### src/rtl/sat_counter.sv
// Saturating up-counter with synchronous clear; clear wins over increment
// and the count holds once it reaches all-ones.
module sat_counter #(
  parameter int W = 16
) (
  input  logic         clk,
  input  logic         rst_n,
  input  logic         inc,
  input  logic         clr,
  output logic [W-1:0] count
);

  logic [W-1:0] count_q;
  logic [W-1:0] count_d;

  always_comb begin
    count_d = count_q;
    if (clr) begin
      count_d = '0;
    end else if (inc && (count_q != '1)) begin
      count_d = count_q + W'(1);
    end
  end

  always_ff @(posedge clk or negedge rst_n) begin
    if (!rst_n) begin
      count_q <= '0;
    end else begin
      count_q <= count_d;
    end
  end

  assign count = count_q;

endmodule

### config.mk
export PLATFORM = sky130hd
export DESIGN_NAME = sat_counter
export DESIGN_NICKNAME = d
export VERILOG_FILES = /design/src/rtl/sat_counter.sv
export SDC_FILE = /design/constraint.sdc
export NUM_CORES = 1
export LEC_CHECK = 0
export BUFFER_PORTS_ARGS = -buffer_cell sky130_fd_sc_hd__buf_2
export CAP_MARGIN = 20
export CORE_ASPECT_RATIO = 0.9
export CORE_MARGIN = 2
export CORE_UTILIZATION = 52
export CTS_CLUSTER_DIAMETER = 60
export DETAILED_ROUTE_END_ITERATION = 12
export PLACE_DENSITY = 0.82
export SYNTH_ARGS = -nofsm -noshare
export SYNTH_HDL_FRONTEND = slang
export SYNTH_SLANG_ARGS = --single-unit
### constraint.sdc
create_clock -name clk -period 2.3 [get_ports clk]
set_clock_uncertainty 0.15 [all_clocks]
set_input_delay 0.23 -clock clk [delete_from_list [all_inputs] [get_ports clk]]
set_output_delay 0.23 -clock clk [all_outputs]
set_load 0.02 [all_outputs]
==> qor.csv <==
metric,value,unit
status,"complete, no violations",
gr usage total,0.217,
remaining routing DRC violations,0,
Pwr Total,0.000466,W
type of origin of the critical path,flop,
crit-path max FO,13,
Antenna diodes,0,
"Core Util, Final",0.643,
"CTS clk-pin slew, worst paths",0.08,ns
unrepaired setup endpoints after global routing,false,
Register-to-Register Path Depth,6,
Synth Area in Simple Gates,0.312,
Post-Syn Nets,103,
Die Wd,48.9,um
"Cell Area, Synth",942,um^2
Synth Area in Adders,0.0133,
Setup crit end kind,flop,
chip height,44.4,um
Sw Ratio,0.241,
Die ar.,2170,um^2
largest net degree at the start of global routing,23,
cell count after synthesis,98,
mux contribution to synthesized area,0.0478,
length of the first detailed-routing pass in iterations,4,
Final ANT Viol Nets,0,
Via Count,890,
Area Growth Syn to Fin,14.7,%
Post-Synth XOR/XNOR Area,0,
Critical R2R Launch,count[0]$_DFFE_PN0P_,
hpwl dp,1.47,mm
Max VDD drop,0.301,mV
Final min period,2.06,ns
Max Freq,485,MHz
max FFs per register,16,
nets,124,
final period utilization,0.896,
PwrDens,431,nW/um^2
final setup fails,0,
Slew headroom,0.627,
Synth Area in Compound Gates,0.162,
Worst Hold Class,primary input to flop,
layout cells sized above 1,0.274,
clk buf depth,2,
gr ovfl total,0,
"Data arrival, critical path",2.13,ns
setup bufs post-CTS,0,
net switching power,0.000113,W
Yosys cell types,28,
initial core utilization,0.560,
Cell Int Power,0.000354,W
Core Rows,14,
Core ar.,1680,um^2
clock root buffer,clkbuf_4,
Final Hold Vio Count,0,
Comb pwr share,0.073,
LEAKAGE,0.495,nW
largest family of logic cells by synthesized area,simple AND/OR/NAND/NOR gates,
WL/cell,14.8,um
gpl congestion,0.792,
vias in the first global route,827,
syn_area_per_cell,9.61,um^2
worst reg2reg path endpoint,count[3]$_DFFE_PN0P_,
clock power share,0.312,
Tightest Pin Transition,0.560,ns
Hold Startpoint,inc,
first-pass GRT wire length,3.56,mm
I/O pins,20,
Final TNS setup,0,ns
Yosys warnings,0,
initial antenna violation count,0,
hold path cells,3,
Clock Latency Late Sink,0.29,ns
max_cap viols,0,
critical setup path kind,flop to flop,
"Seq/Total Area, Yosys",0.425,
TritonCTS clock tree,done,
clk sinks,16,
Post-CTS Hold Fix Bufs,1,
CTS resizes,0,
Seq pwr share,0.615,
DRT iter0 DRCs,37,
Port Buffers,19,
Pins Over Slew Limit,0,
reg2reg setup slack,0.24,ns
htree depth,1,
worst path required time,2.37,ns
synthesis-stage register bit count,16,
Worst Hold Path EP,count[1]$_DFFE_PN0P_,
CTS Buf Count,3,
WL final,2.09,mm
drt via density,6.31,
==> through the flow <==
step | cell area [um^2] | hold slack (ns) | setup WS, ns | instances
after floorplan | 942 | -0.216 | 0.267 | 98
after global placement | 1050 | 0.00662 | 0.315 | 137
after detailed placement | 1050 | 0.00830 | 0.267 | 137
after CTS | 1080 | 0.0908 | 0.247 | 141
after global routing | 1080 | 0.103 | 0.169 | 141
final | 1080 | 0.0939 | 0.239 | 141
==> cells in the mapped netlist <==
cell / n / share of area
a211oi_2: 1 / 0.013
a21oi_1: 11 / 0.058
and3_1: 2 / 0.013
and4_2: 2 / 0.021
buf_6: 1 / 0.012
clkbuf_1: 4 / 0.016
dfrtp_1: 16 / 0.42
ha_1: 1 / 0.013
inv_1: 3 / 0.012
mux2_1: 4 / 0.048
nand2_1: 6 / 0.024
nand3_1: 3 / 0.016
nand3b_1: 1 / 0.0080
nand4_1: 6 / 0.040
nand4_2: 1 / 0.013
nor2_1: 4 / 0.016
nor2b_1: 4 / 0.027
nor3_1: 1 / 0.0053
nor4_1: 4 / 0.027
nor4_4: 1 / 0.023
o211ai_2: 1 / 0.013
o21ai_0: 1 / 0.0053
o21ai_1: 3 / 0.016
o31ai_1: 7 / 0.056
or3_1: 2 / 0.013
or3_2: 1 / 0.0080
or4_1: 5 / 0.040
or4_2: 2 / 0.019
==> worst max-delay path: stages (launching register included) <==
cell and delay, ns:
dfrtp_1 0.43, ha_1 0.26, nand4_2 0.13, nor4_4 0.08
buf_4 0.18, or4_2 0.61, a21oi_1 0.15
==> power groups by stage <==
stage	Clock (W)	Combinational [W]	Sequential, W
5_1_grt	0.000164	0.0000384	0.000287
4_1_cts	0.000147	0.0000342	0.000287
3_5_place_dp	0	0.0000327	0.000292
3_3_place_gp	0	0.0000319	0.000292
6_report	0.000146	0.0000339	0.000287
2_1_floorplan	0	0.0000159	0.000295
==> worst max-delay path by stage <==
stage	slack (ns)	cells after the start	endpoint	startpoint
2_1_floorplan	0.27	5	count[15]$_DFFE_PN0P_	count[0]$_DFFE_PN0P_
3_3_place_gp	0.32	6	count[3]$_DFFE_PN0P_	count[0]$_DFFE_PN0P_
3_5_place_dp	0.27	6	count[3]$_DFFE_PN0P_	count[0]$_DFFE_PN0P_
4_1_cts	0.25	6	count[3]$_DFFE_PN0P_	count[0]$_DFFE_PN0P_
5_1_grt	0.17	6	count[3]$_DFFE_PN0P_	count[0]$_DFFE_PN0P_
6_report	0.24	6	count[3]$_DFFE_PN0P_	count[0]$_DFFE_PN0P_
==> cells by family (layout without fill, tap and decap cells) <==
family / Yosys count / after routing
and+or+nand+nor: 45 / 45
AOI/OAI and AO/OA: 24 / 24
DFF: 16 / 16
buffers and inverters: 8 / 27
muxes: 4 / 4
adders and majority gates: 1 / 1
==> layout by cell type, fill, tap and decap left out, drive strengths merged, types with 2 or more instances in the layout <==
| cell type | netlist | layout |
|---|---|---|
| a21oi | 11 | 11 |
| or4 | 7 | 7 |
| nand2 | 6 | 6 |
| inv | 3 | 3 |
| nor4 | 5 | 5 |
| mux2 | 4 | 4 |
| and3 | 2 | 2 |
| or3 | 3 | 3 |
| nand3 | 3 | 3 |
| dfrtp | 16 | 16 |
| and4 | 2 | 2 |
| buf | 1 | 20 |
| o31ai | 7 | 7 |
| nand4 | 7 | 7 |
| nor2 | 4 | 4 |
| clkbuf | 4 | 3 |
| o21ai | 4 | 4 |
| nor2b | 4 | 4 |
==> cell type report <==
cell class | count | area (um^2)
Fill cell | 146 | 601
Inverter | 3 | 11.3
Clock buffer | 3 | 22.5
Multi-Input combinational cell | 74 | 504
Sequential cell | 16 | 400
Tap cell | 24 | 30.0
Timing Repair Buffer | 21 | 113
==> metal layers <==
metal  part of all wire  track usage
met1               0.42        0.272
met2               0.50        0.370
met3              0.069       0.0405
met4              0.010        0.103
met5                  0            0
Note: power is estimated with default switching activity, not from simulation.
